<file path="config.mk">
export PLATFORM = sky130hd
export DESIGN_NAME = conv_ctrl
export DESIGN_NICKNAME = d
export VERILOG_FILES = /design/src/rtl/conv_ctrl.sv
export SDC_FILE = /design/constraint.sdc
export NUM_CORES = 1
export LEC_CHECK = 0
export CORE_AREA = 10 10 62 64
export CTS_BUF_LIST = sky130_fd_sc_hd__clkbuf_8
export CTS_CLUSTER_DIAMETER = 120
export DETAILED_ROUTE_END_ITERATION = 10
export DIE_AREA = 0 0 72 74
export PLACE_DENSITY_LB_ADDON = 0.05
export REMOVE_ABC_BUFFERS = 1
export SYNTH_ARGS = -nofsm -noshare
export SYNTH_HDL_FRONTEND = slang
export SYNTH_SLANG_ARGS = --single-unit
export TNS_END_PERCENT = 1
</file>
<file path="constraint.sdc">
create_clock -name clk -period 1.98 [get_ports clk]
set_clock_uncertainty 0.05 [all_clocks]
set_input_delay 0.396 -clock clk [delete_from_list [all_inputs] [get_ports clk]]
set_output_delay 0.396 -clock clk [all_outputs]
set_load 0.02 [all_outputs]
</file>
<file path="src/rtl/conv_ctrl.sv">
// -----------------------------------------------------------------------------
// conv_ctrl
//
// Sequencing controller for a small convolution engine. One job walks through:
// serially loading the FILTER x FILTER filter bytes, then the IFMAP x IFMAP
// ifmap bytes, clearing the PE array accumulators, running the PE array until
// it reports completion (or a compute timeout trips), and draining the
// OUT x OUT result bytes through a parallel-to-serial output stage.
//
// Ports
//   clk             sole clock, all state updates on the rising edge
//   rst             asynchronous, active-high reset
//   start           begin a job (only looked at while idle)
//   abort           synchronous cancel of the current job
//   in_valid        input byte available
//   in_ready        controller is accepting input bytes (filter/ifmap load)
//   load_filter_en  shift strobe for the filter serial loader
//   load_ifmap_en   shift strobe for the ifmap serial loader
//   pe_clr          one-cycle PE accumulator clear
//   pe_en           PE array compute enable
//   done_compute    PE array finished its computation
//   out_shift_en    shift strobe for the output serializer
//   out_valid       output byte valid
//   out_ready       downstream accepts an output byte
//   busy            high whenever a job is in progress (including error)
//   done            one-cycle job-complete pulse
//   error           sticky compute-timeout flag, cleared by abort or reset
// -----------------------------------------------------------------------------
module conv_ctrl #(
    parameter int IFMAP   = 5,
    parameter int FILTER  = 3,
    parameter int OUT     = IFMAP - FILTER + 1,
    parameter int TIMEOUT = 512
) (
    input  logic clk,
    input  logic rst,
    input  logic start,
    input  logic abort,
    input  logic in_valid,
    output logic in_ready,
    output logic load_filter_en,
    output logic load_ifmap_en,
    output logic pe_clr,
    output logic pe_en,
    input  logic done_compute,
    output logic out_shift_en,
    output logic out_valid,
    input  logic out_ready,
    output logic busy,
    output logic done,
    output logic error
);

    localparam logic [2:0] S_IDLE    = 3'd0;
    localparam logic [2:0] S_LOAD_F  = 3'd1;
    localparam logic [2:0] S_LOAD_I  = 3'd2;
    localparam logic [2:0] S_CLEAR   = 3'd3;
    localparam logic [2:0] S_COMPUTE = 3'd4;
    localparam logic [2:0] S_DRAIN   = 3'd5;
    localparam logic [2:0] S_FIN     = 3'd6;
    localparam logic [2:0] S_ERR     = 3'd7;

    // Terminal values of the shared counter in each counting state.
    localparam logic [9:0] F_LAST = 10'(FILTER * FILTER - 1);
    localparam logic [9:0] I_LAST = 10'(IFMAP * IFMAP - 1);
    localparam logic [9:0] O_LAST = 10'(OUT * OUT - 1);
    localparam logic [9:0] T_LAST = 10'(TIMEOUT - 1);

    logic [2:0] state;
    logic [2:0] state_nxt;
    logic [9:0] cnt;
    logic [9:0] cnt_nxt;
    logic       error_q;
    logic       error_nxt;

    // Output decode: purely from the current state and the live handshake
    // inputs, so loader and serializer strobes carry no extra cycle of latency.
    // The async reset forces IDLE immediately, which makes every output 0.
    always_comb begin
        in_ready       = (state == S_LOAD_F) || (state == S_LOAD_I);
        load_filter_en = (state == S_LOAD_F) && in_valid;
        load_ifmap_en  = (state == S_LOAD_I) && in_valid;
        pe_clr         = (state == S_CLEAR);
        pe_en          = (state == S_COMPUTE);
        out_valid      = (state == S_DRAIN);
        out_shift_en   = (state == S_DRAIN) && out_ready;
        busy           = (state != S_IDLE);
        done           = (state == S_FIN);
        error          = error_q;
    end

    // Next-state logic. Abort is checked before anything else so it beats a
    // coincident last transfer or done_compute. In COMPUTE, done_compute is
    // tested ahead of the timeout so a tie on the final cycle still drains.
    always_comb begin
        state_nxt = state;
        cnt_nxt   = cnt;
        error_nxt = error_q;
        if (abort && (state != S_IDLE)) begin
            state_nxt = S_IDLE;
            cnt_nxt   = '0;
            error_nxt = 1'b0;
        end else begin
            case (state)
                S_IDLE: begin
                    if (start) begin
                        state_nxt = S_LOAD_F;
                        cnt_nxt   = '0;
                    end
                end
                S_LOAD_F: begin
                    if (in_valid) begin
                        if (cnt == F_LAST) begin
                            state_nxt = S_LOAD_I;
                            cnt_nxt   = '0;
                        end else begin
                            cnt_nxt = cnt + 10'd1;
                        end
                    end
                end
                S_LOAD_I: begin
                    if (in_valid) begin
                        if (cnt == I_LAST) begin
                            state_nxt = S_CLEAR;
                            cnt_nxt   = '0;
                        end else begin
                            cnt_nxt = cnt + 10'd1;
                        end
                    end
                end
                S_CLEAR: begin
                    state_nxt = S_COMPUTE;
                    cnt_nxt   = '0;
                end
                S_COMPUTE: begin
                    if (done_compute) begin
                        state_nxt = S_DRAIN;
                        cnt_nxt   = '0;
                    end else if (cnt == T_LAST) begin
                        state_nxt = S_ERR;
                        error_nxt = 1'b1;
                    end else begin
                        cnt_nxt = cnt + 10'd1;
                    end
                end
                S_DRAIN: begin
                    if (out_ready) begin
                        if (cnt == O_LAST) begin
                            state_nxt = S_FIN;
                            cnt_nxt   = '0;
                        end else begin
                            cnt_nxt = cnt + 10'd1;
                        end
                    end
                end
                S_FIN: begin
                    state_nxt = S_IDLE;
                end
                S_ERR: begin
                    state_nxt = S_ERR;
                end
                default: begin
                    state_nxt = S_IDLE;
                    cnt_nxt   = '0;
                end
            endcase
        end
    end

    // State, shared counter and sticky error flag are the only registers.
    always_ff @(posedge clk or posedge rst) begin
        if (rst) begin
            state   <= S_IDLE;
            cnt     <= '0;
            error_q <= 1'b0;
        end else begin
            state   <= state_nxt;
            cnt     <= cnt_nxt;
            error_q <= error_nxt;
        end
    end

endmodule

</file>
Word level (Yosys, flattened, before mapping)
Index checks and enable logic that the tools add are counted.

word-level totals
  register bits after elaboration = 14
  input port bits = 7

operators by class
  $add $sub $neg = 1
  equal/unequal tests = 20
  mux-type cells = 25
  reduce and logical (&&, ||, !) cells = 13

operators by type and width
  kind                   number
  $mux 10                9
  $pmux 10 s6            1
  $mux 3                 10
  $pmux 3 s8             1
  $eq 3x3->1 const B     4
  $ne 3x1->1 const B     4
  $add 10x1->10 const B  1
  $eq 10x4->1 const B    1
  $eq 10x5->1 const B    1
  $eq 10x9->1 const B    1
  $reduce_and 8->1       1
  $reduce_bool 7->1      1
  $eq 3x2->1 const B     2
  $ne 3x2->1 const B     2
  $reduce_and 6->1       1
  $logic_and 1x1->1      4
  $mux 1                 4
  $ne 4x1->1 const B     1
  $ne 4x4->1 const B     1
  $reduce_bool 2->1      2
  $eq 3x1->1 const B     1
  $logic_not 3->1        1
  $ne 3x3->1 const B     1
  $reduce_and 3->1       1
  other kinds (3)        3

Logic depth before layout (Yosys ltp)
Gate-level depths: netlist of the first run.

  depth in word-level cells = 5
  depth in mapped cells = 7
  mapped depth without buffers = 7

Least setup slack after synthesis of the first run
No wires, ideal clock.

  path kind = register to register
  start point = reg cnt[0]
  end point = reg cnt[4]
  arrival time = 1.670 ns
  required time = 1.804 ns
  slack = 0.134 ns
  cell stages (with the launch flop) = 8
  path buffers = 0
  clock period less this slack = 1.846 ns
  cell sequence = dfrtp_1 inv_1 ha_1 nor4b_2 nand2_1 a31oi_2 nor3_4 a221o_1

on the way
  word-level cells in the longest chain between the ends = 5
  elaborated cells on any way between the ends = 15

ends and longest elaborated chain
  what                                             RTL line  RTL
  from (decl)                                      71        logic [9:0] cnt;
  from (signal assigned)                           178       cnt <= cnt_nxt;
  $add 10x1->10, or another cell as far along      n/a
  $mux 10, on equally long branches (2 in series)  n/a
  $pmux 10 s6                                      104       case (state)
  $mux 10                                          99        if (abort && (state != S_IDLE)) begin

Several ways; a longest one is shown, not always the timed one. The select of a mux whose other input is x is not followed.
A chain may end at the register's enable or synchronous reset.

Final worst setup path of the first run
  start point = in in_valid
  end point = reg cnt[6]

on the way
  word-level cells in the longest chain between the ends = 2
  elaborated cells on any way between the ends = 3

ends and longest elaborated chain
  what                          RTL line  RTL
  from (decl)                   39        input logic in_valid,
  $ne 3x2->1 (no line)          n/a
  $reduce_and 6->1 (no line) *  n/a

Mark *: on every way between the ends. The rest lies on a longest branch, timed or not.

==> tab_implementation.tex, run 1 <==
\begin{tabular}{lr}
\hline
Metric & Value \\
\hline
\multicolumn{2}{l}{\textbf{Cells and area}} \\
Fin cells & 223 \\
Synth-to-Final Area Change & 61.0\% \\
Antenna Diode Count & 0 \\
Fraction of final layout cells with drive strength greater than 1 & 43.8\% \\
FILL cells & 214 \\
Final net count & 202 \\
Area of all placed cells without fillers & 1820 um\^{}2 \\
\multicolumn{2}{l}{\textbf{Place}} \\
Post-detailed-placement cell area & 1630 um\^{}2 \\
Number of input and output port buffers inserted & 16 \\
Cell Count Post-Placement & 215 \\
Routability congestion estimate & 0.856 \\
HPWL after detailed placement & 2620 um \\
\multicolumn{2}{l}{\textbf{Floorplanning}} \\
Top Ports & 17 \\
Initial core utilization & 42.4\% \\
Core area & 2660 um\^{}2 \\
Overall die height & 74 um \\
Die Footprint & 5330 um\^{}2 \\
Chip width & 72 um \\
Row count & 19 \\
\multicolumn{2}{l}{\textbf{Clocking}} \\
Clock-pin slew of the registers on the worst-case setup and hold paths & 0.06 ns \\
Clock buffers created by TritonCTS & 3 \\
Buffer levels on the longest clock path & 2 \\
Number of H-tree levels & 1 \\
Insertion delay to the later sink of the worst-skew pair & 0.24 ns \\
Root Buffer & sky130\_fd\_sc\_hd\_\_clkbuf\_8 \\
Number of buffers inserted by hold repair at cts & 0 \\
CTS tree & yes \\
Num Clock Sinks & 14 \\
\multicolumn{2}{l}{\textbf{Timing}} \\
Max-slew headroom & 63.0\% \\
Unrepaired setup endpoints after global routing & yes \\
Final period demand of the worst path & 2.01 ns \\
Highest clock rate & 496 MHz \\
Final WS setup & -0.0347 ns \\
Setup-failing EPs final & 6 \\
Fraction of the cycle the final worst path needs & 102\% \\
Slew at the pin with the worst max-slew slack & 0.555 ns \\
Aggregate negative setup slack & -0.138 ns \\
Worst hold slack & 0.448 ns \\
Final count of hold timing violations & 0 \\
Slew Viols, Final & 0 \\
\multicolumn{2}{l}{\textbf{Status}} \\
Outcome & complete, but fails checks \\
Violations in the final reports & negative setup slack \\
\multicolumn{2}{l}{\textbf{Detailed routing}} \\
Number of DRC markers in iteration 0 & 109 \\
Overall routed net length & 3530 um \\
WL per Instance & 15.8 um \\
Remaining routing DRC violations & 0 \\
Mean number of vias per cell & 5.58 \\
Number of iterations in the first detailed-routing pass & 4 \\
DR vias & 1244 \\
Routed Antenna Nets & 0 \\
\multicolumn{2}{l}{\textbf{Critical path}} \\
Crit path arrival time & 2.09 ns \\
Critical path endpoint category & register \\
Worst reg2reg setup slack & -0.02 ns \\
Critical Path Slowest Stage Cell & sky130\_fd\_sc\_hd\_\_or4\_1 \\
Critical path destination & cnt[6]\$\_DFFE\_PP0P\_ \\
Startpoint of the worst setup timing path & in\_valid \\
CP cell instances & clkdlybuf4s50\_1 -> or4\_1 -> o311ai\_2 -> nor3\_4 -> buf\_4 -> a221o\_1 \\
Worst reg2reg startpoint & cnt[1]\$\_DFFE\_PP0P\_ \\
Critical Path Fanout Max & 4 \\
WS Path Type & primary input to register \\
Data required time at the worst endpoint & 2.05 ns \\
R2R Path End & cnt[6]\$\_DFFE\_PP0P\_ \\
Kind of start point of the critical path & primary input \\
Worst path max stage delay & 0.54 ns \\
Logic depth of the worst register-to-register path & 8 \\
\multicolumn{2}{l}{\textbf{Synth}} \\
Fraction of synthesis flops using an asynchronous set or reset pin & 100\% \\
Top cell type by total area after synthesis & sky130\_fd\_sc\_hd\_\_dfrtp\_1 \\
Count of mapped cells out of synthesis & 130 \\
Syn Std Cell Area & 1130 um\^{}2 \\
Number of enable flip-flop cells after synthesis & 0 \\
Number of synthesis warnings & 0 \\
Share of the synthesized area in the top cell type & 31.0\% \\
Count of cell types in the netlist & 46 \\
Average instance area after synthesis & 8.68 um\^{}2 \\
Most frequent cells after synthesis & sky130\_fd\_sc\_hd\_\_dfrtp\_1, sky130\_fd\_sc\_hd\_\_nor2\_1, sky130\_fd\_sc\_hd\_\_nand2\_1 \\
Main flop type after synthesis & sky130\_fd\_sc\_hd\_\_dfrtp\_1 \\
Portion of the post-synthesis area used by sequential elements & 31.0\% \\
Largest cells by area after synthesis & sky130\_fd\_sc\_hd\_\_dfrtp\_1, sky130\_fd\_sc\_hd\_\_a221o\_1, sky130\_fd\_sc\_hd\_\_nor2\_1, sky130\_fd\_sc\_hd\_\_nand2\_1, sky130\_fd\_sc\_hd\_\_and3\_1 \\
Cell with the most instances after synthesis & sky130\_fd\_sc\_hd\_\_dfrtp\_1 \\
Number of register bits inferred by synthesis & 14 \\
\multicolumn{2}{l}{\textbf{Power and ir drop}} \\
Tot Pwr & 1.40 mW \\
Peak supply drop & 724 uV \\
Power density relative to cell area & 769 nW/um\^{}2 \\
Reported leakage power & 0.858 nW \\
\multicolumn{2}{l}{\textbf{GRT}} \\
Antenna violations before repair & 0 \\
GR Util All Layers & 13.0\% \\
Pin count of the biggest net entering global routing & 15 \\
Global-route wire length before repair & 5740 um \\
Gr ovfl total & 0 \\
Via count of the first global-routing pass & 1216 \\
\multicolumn{2}{l}{\textbf{Run}} \\
Max-cap check violation count & 0 \\
\multicolumn{2}{l}{\textbf{Worst hold path}} \\
HP Class & primary input to async pin \\
\hline
\end{tabular}
-- registers in the layout (all words and copies together), names as in the netlist --
name,count
error,1
state,3
cnt,10
-- cell usage in the layout, fill, tap and decap left out, drive strengths merged, types with 3 or more instances in the layout --
cell type / count
a221o: 7
a22o: 3
inv: 7
nor2b: 3
nor2: 13
nand2: 11
and3: 6
nand3: 8
nor4: 3
and2: 3
nor3: 4
buf: 51
clkdlybuf4s50: 5
clkbuf: 7
dfrtp: 14
a21oi: 6
-- per-stage QoR --
step	util [%]	worst slack (ns)
floorplan	-	0.0498
global placement	61.2	-0.315
detailed placement	61.2	-0.362
CTS	64.0	-0.0976
global route	68.2	-0.102
finish	68.2	-0.0347
-- kinds of logic (layout without fill, tap and decap cells) --
group	Yosys count	in the layout	synth area share, %
AND/OR/NAND/NOR	68	68	36.5
AO/OA/AOI/OAI	31	31	23.3
flip-flops	14	14	31.0
buffers and inverters	13	75	4.88
adder cells (fa/ha/maj)	2	2	2.22
XOR/XNOR	1	1	0.776
multiplexers	1	1	1.33
-- metal layers --
metal / up-vias / track usage, % / wire length (um)
met3: 2 / 3.46 / 124
met4: 0 / 1.29 / 10
li1: 624 / - / -
met2: 22 / 21.1 / 1720
met1: 596 / 17.4 / 1670
met5: - / 0 / 0
-- critical path: cells and delay by family --
| family | cells | cell delay [ns] |
|---|---|---|
| buffers and inverters | 2 | 0.63 |
| AND/OR/NAND/NOR | 2 | 0.63 |
| AO/OA/AOI/OAI | 2 | 0.44 |
-- area by class of cell --
class	instances	area [um^2]	area share, %
flip-flops and latches	14	354	19.5
clock buffers	4	55.1	3.03
multi-input cells	103	835	45.9
inverters	7	26.3	1.45
well taps	31	38.8	2.13
repair buffers	64	508	28.0
-- how the worst min path moves through the flow --
stage / startpoint / end / slack, ns / cells after the start
after floorplan: rst / cnt[0]$_DFFE_PP0P_ / 0.24 / 1
after global placement: cnt[5]$_DFFE_PP0P_ / cnt[5]$_DFFE_PP0P_ / 0.55 / 1
after detailed placement: cnt[5]$_DFFE_PP0P_ / cnt[5]$_DFFE_PP0P_ / 0.55 / 1
after CTS: rst / cnt[2]$_DFFE_PP0P_ / 0.47 / 2
after global routing: rst / cnt[9]$_DFFE_PP0P_ / 0.49 / 2
final: rst / cnt[3]$_DFFE_PP0P_ / 0.45 / 2
-- where the power goes --
part / switching (mW) / total [mW] / internal (mW)
Combinational: 0.384 / 0.764 / 0.381
Clock: 0.0984 / 0.274 / 0.176
Sequential: 0.0410 / 0.358 / 0.317
-- what timing repair did --
item / 4_1_cts / 5_1_grt
gates resized for setup: 20 / 30
pin swaps: 0 / 10
buffers inserted: 0 / 4
setup endpoints to repair: 19 / 18
(Power assumes the default switching activity.)
==> run 2: changes to the inputs <==
--- a/config.mk
+++ b/config.mk
@@ -5,6 +5,7 @@
 export SDC_FILE = /design/constraint.sdc
 export NUM_CORES = 1
 export LEC_CHECK = 0
+export CAP_MARGIN = 10
 export CORE_AREA = 10 10 62 64
 export CTS_BUF_LIST = sky130_fd_sc_hd__clkbuf_8
 export CTS_CLUSTER_DIAMETER = 120
==> results of run 2 <==
No change in the layout: final DEF, timing and power equal those of run 1.
==> run 3: changes to the inputs <==
--- a/config.mk
+++ b/config.mk
@@ -5,12 +5,13 @@
 export SDC_FILE = /design/constraint.sdc
 export NUM_CORES = 1
 export LEC_CHECK = 0
+export ABC_AREA = 1
 export CAP_MARGIN = 10
-export CORE_AREA = 10 10 62 64
+export CORE_AREA = 10 10 64 66
 export CTS_BUF_LIST = sky130_fd_sc_hd__clkbuf_8
 export CTS_CLUSTER_DIAMETER = 120
 export DETAILED_ROUTE_END_ITERATION = 10
-export DIE_AREA = 0 0 72 74
+export DIE_AREA = 0 0 74 76
 export PLACE_DENSITY_LB_ADDON = 0.05
 export REMOVE_ABC_BUFFERS = 1
 export SYNTH_ARGS = -nofsm -noshare
==> tab_implementation.tex, run 3 <==
\begin{tabular}{lr}
\hline
Metric & Value \\
\hline
\multicolumn{2}{l}{\textbf{Clocking}} \\
Clock-pin slew of the registers on the worst-case setup and hold paths & 0.05 ns (about the same) \\
Root Buffer & sky130\_fd\_sc\_hd\_\_clkbuf\_8 \\
Num Clock Sinks & 14 (unchanged) \\
CTS tree & yes \\
Number of buffers inserted by hold repair at cts & 0 (unchanged) \\
Number of H-tree levels & 1 (unchanged) \\
Insertion delay to the later sink of the worst-skew pair & 0.25 ns (about the same) \\
Number of gates given a new drive strength after cts & 9 (-55\%) \\
Buffer levels on the longest clock path & 2 (unchanged) \\
Clock buffers created by TritonCTS & 3 (unchanged) \\
Post-CTS setup repair buffer count & 0 (unchanged) \\
\multicolumn{2}{l}{\textbf{Synth}} \\
Syn Std Cell Area & 1220 um\^{}2 (+8.4\%) \\
Cell with the most instances after synthesis & sky130\_fd\_sc\_hd\_\_nand2\_1 \\
Main flop type after synthesis & sky130\_fd\_sc\_hd\_\_dfrtp\_1 \\
Share of the synthesized area in the top cell type & 28.6\% (-2.4 points) \\
Fraction of synthesis flops using an asynchronous set or reset pin & 100\% (unchanged) \\
Number of enable flip-flop cells after synthesis & 0 (unchanged) \\
Count of mapped cells out of synthesis & 193 (+48\%) \\
Count of cell types in the netlist & 27 (-41\%) \\
Largest cells by area after synthesis & sky130\_fd\_sc\_hd\_\_dfrtp\_1, sky130\_fd\_sc\_hd\_\_nand2\_1, sky130\_fd\_sc\_hd\_\_nand3\_1, sky130\_fd\_sc\_hd\_\_nor2\_1, sky130\_fd\_sc\_hd\_\_inv\_1 \\
Most frequent cells after synthesis & sky130\_fd\_sc\_hd\_\_nand2\_1, sky130\_fd\_sc\_hd\_\_nor2\_1, sky130\_fd\_sc\_hd\_\_nand3\_1 \\
Portion of the post-synthesis area used by sequential elements & 28.6\% (-2.4 points) \\
Top cell type by total area after synthesis & sky130\_fd\_sc\_hd\_\_dfrtp\_1 \\
Number of synthesis warnings & 0 (unchanged) \\
Average instance area after synthesis & 6.34 um\^{}2 (-27\%) \\
Number of register bits inferred by synthesis & 14 (unchanged) \\
\multicolumn{2}{l}{\textbf{Cells and area}} \\
Top reg by flops & cnt \\
Leading cell types in the layout, fill and taps excluded & sky130\_fd\_sc\_hd\_\_nand2\_1, sky130\_fd\_sc\_hd\_\_nor2\_1, sky130\_fd\_sc\_hd\_\_nand3\_1 \\
FILL cells & 308 (+44\%) \\
Most frequent standard cell in the layout excluding fill and tap cells & sky130\_fd\_sc\_hd\_\_nand2\_1 \\
Synth-to-Final Area Change & 24.6\% \\
Final net count & 231 (+14\%) \\
Area of all placed cells without fillers & 1530 um\^{}2 (-16\%) \\
Largest register FFs & 10 (unchanged) \\
Antenna Diode Count & 0 (unchanged) \\
Fraction of final layout cells with drive strength greater than 1 & 16.8\% (-27 points) \\
\multicolumn{2}{l}{\textbf{Place}} \\
Post-placement setup slack & -0.151 ns (+0.211 ns) \\
Routability congestion estimate & 0.878 (+2.6\%) \\
Post-detailed-placement cell area & 1490 um\^{}2 (-8.6\%) \\
HPWL after detailed placement & 2390 um (-8.4\%) \\
Number of input and output port buffers inserted & 16 (unchanged) \\
\multicolumn{2}{l}{\textbf{GRT}} \\
Antenna violations before repair & 0 (unchanged) \\
Gr ovfl total & 0 (unchanged) \\
GR Util All Layers & 11.2\% (-1.8 points) \\
Via count of the first global-routing pass & 1205 (-0.90\%) \\
Global-route wire length before repair & 5300 um (-7.7\%) \\
Pin count of the biggest net entering global routing & 15 (unchanged) \\
\multicolumn{2}{l}{\textbf{Timing}} \\
Final WS setup & 0.0786 ns (+0.113 ns) \\
Unrepaired setup endpoints after global routing & no \\
Setup-failing EPs final & 0 (-6) \\
Slew at the pin with the worst max-slew slack & 0.606 ns (+0.0515 ns) \\
Fraction of the cycle the final worst path needs & 96.0\% (-5.7 points) \\
Highest clock rate & 526 MHz (+6.0\%) \\
Final period demand of the worst path & 1.90 ns (-0.113 ns) \\
Slew Viols, Final & 0 (unchanged) \\
Max-slew headroom & 59.5\% (-3.4 points) \\
Final count of hold timing violations & 0 (unchanged) \\
\multicolumn{2}{l}{\textbf{Status}} \\
Outcome & finished clean \\
\multicolumn{2}{l}{\textbf{Power and ir drop}} \\
Sequential power share & 25.9\% (+0.3 points) \\
Power density relative to cell area & 969 nW/um\^{}2 (+26\%) \\
Peak supply drop & 567 uV (-22\%) \\
Switching fraction of total power & 46.3\% (+8.8 points) \\
P\_sw & 0.684 mW (+31\%) \\
Comb pwr share & 58.0\% (+3.3 points) \\
Clock network fraction of total power & 16.1\% (-3.5 points) \\
Reported leakage power & 0.789 nW (-8.1\%) \\
Cell-internal power & 0.794 mW (-9.1\%) \\
\multicolumn{2}{l}{\textbf{Run}} \\
Max-cap check violation count & 0 (unchanged) \\
\multicolumn{2}{l}{\textbf{Detailed routing}} \\
WL per Instance & 11.8 um (-26\%) \\
Mean number of vias per cell & 4.87 (-13\%) \\
DR vias & 1233 (-0.88\%) \\
Number of iterations in the first detailed-routing pass & 4 (unchanged) \\
Number of DRC markers in iteration 0 & 91 (-17\%) \\
Overall routed net length & 2970 um (-16\%) \\
Routed Antenna Nets & 0 (unchanged) \\
Remaining routing DRC violations & 0 (unchanged) \\
\multicolumn{2}{l}{\textbf{Floorplanning}} \\
Overall die height & 76 um (+2.7\%) \\
Die Footprint & 5620 um\^{}2 (+5.6\%) \\
Core area & 2930 um\^{}2 (+10\%) \\
Chip width & 74 um (+2.8\%) \\
Initial core utilization & 41.8\% (-0.59 points) \\
Top Ports & 17 (unchanged) \\
Row count & 20 (+1) \\
\multicolumn{2}{l}{\textbf{Critical path}} \\
Kind of start point of the critical path & register \\
CP cell instances & inv\_4 -> nand2\_8 -> inv\_2 -> nand2\_1 -> nand2\_1 -> dlygate4sd2\_1 \\
Data required time at the worst endpoint & 1.53 ns (-0.52 ns) \\
Critical path endpoint category & primary output \\
Critical Path Fanout Max & 4 (unchanged) \\
Worst path max stage delay & 0.44 ns (-0.10 ns) \\
WS Path Type & register to primary output \\
Crit path arrival time & 1.46 ns (-0.63 ns) \\
Cell seen most often among critical-path stages & sky130\_fd\_sc\_hd\_\_nand2\_1 \\
Critical Path Slowest Stage Cell & sky130\_fd\_sc\_hd\_\_dfrtp\_1 \\
Logic depth of the worst register-to-register path & 11 (+3) \\
\multicolumn{2}{l}{\textbf{Worst hold path}} \\
HP Class & register to register \\
Worst hold path cell count & 2 \\
\hline
\end{tabular}
run 3: cell count changes in the layout (fill, tap and decap cells not counted), sizes merged, moves of 7 or more:
cell	before	now
nand2	11	65
buf	51	14
nor2	13	34
inv	7	25
nand3	8	26
a221o	7	0
run 3: routing by layer:
metal	GRT usage (%)	up-vias	share of wire (%)
met5	0	-	0
met4	2.99	0	0.98
met3	2.60	4	4.9
met2	19.4	20	49
met1	13.1	559	45
li1	-	650	-
run 3: logic make-up after synthesis:
| logic type | after synthesis | synth area share, % |
|---|---|---|
| XOR/XNOR | 1 | 0.716 |
| AND/OR/NAND/NOR | 135 | 51.8 |
| buffers and inverters | 32 | 12.6 |
| flip-flops | 14 | 28.6 |
| adder cells (fa/ha/maj) | 2 | 2.04 |
| AO/OA/AOI/OAI | 9 | 4.19 |
run 3: area by class of cell:
type	instances	area [um^2]	share of cell area [%]
inverters	26	100	6.56
clock buffers	3	41.3	2.71
flip-flops and latches	14	352	23.1
repair buffers	30	272	17.8
multi-input cells	147	719	47.2
well taps	33	41.3	2.71
run 3: worst paths after layout:
check | from | slack (ns) | endpoint
min | error$_DFFE_PP0P_ | 0.44 | error$_DFFE_PP0P_
min in group asynchronous | rst | 0.47 | state[2]$_DFFE_PP0P_
max in group asynchronous | rst | 0.98 | state[0]$_DFFE_PP0P_
min reg2reg | error$_DFFE_PP0P_ | 0.44 | error$_DFFE_PP0P_
max | state[1]$_DFFE_PP0P_ | 0.08 | in_ready
max reg2reg | cnt[0]$_DFFE_PP0P_ | 0.34 | cnt[9]$_DFFE_PP0P_
run 3: through the flow:
step           setup TNS, ns  hold WS, ns  cells  power, mW  utilization [%]
6_report                   0        0.436    253       1.48             52.1
5_1_grt                    0        0.446    253       1.61             52.1
4_1_cts                    0        0.432    253       1.49             52.0
3_5_place_dp          -0.431        0.416    250       1.27             50.9
3_3_place_gp          -0.382        0.417    250       1.27             50.9
2_1_floorplan              0        0.235    187      0.892                -
run 3: worst max-delay path: cells and delay by family (launching register included):
family | cells | cell delay [ns]
buffers and inverters | 3 | 0.51
and+or+nand+nor | 3 | 0.25
DFF | 1 | 0.44
run 3: power by group through the flow:
| stage | Clock, mW | Combinational (mW) | Sequential, mW |
|---|---|---|---|
| floorplan | 0 | 0.505 | 0.388 |
| global placement | 0 | 0.883 | 0.386 |
| detailed placement | 0 | 0.886 | 0.387 |
| CTS | 0.247 | 0.863 | 0.385 |
| global route | 0.258 | 0.955 | 0.393 |
| finish | 0.238 | 0.857 | 0.383 |
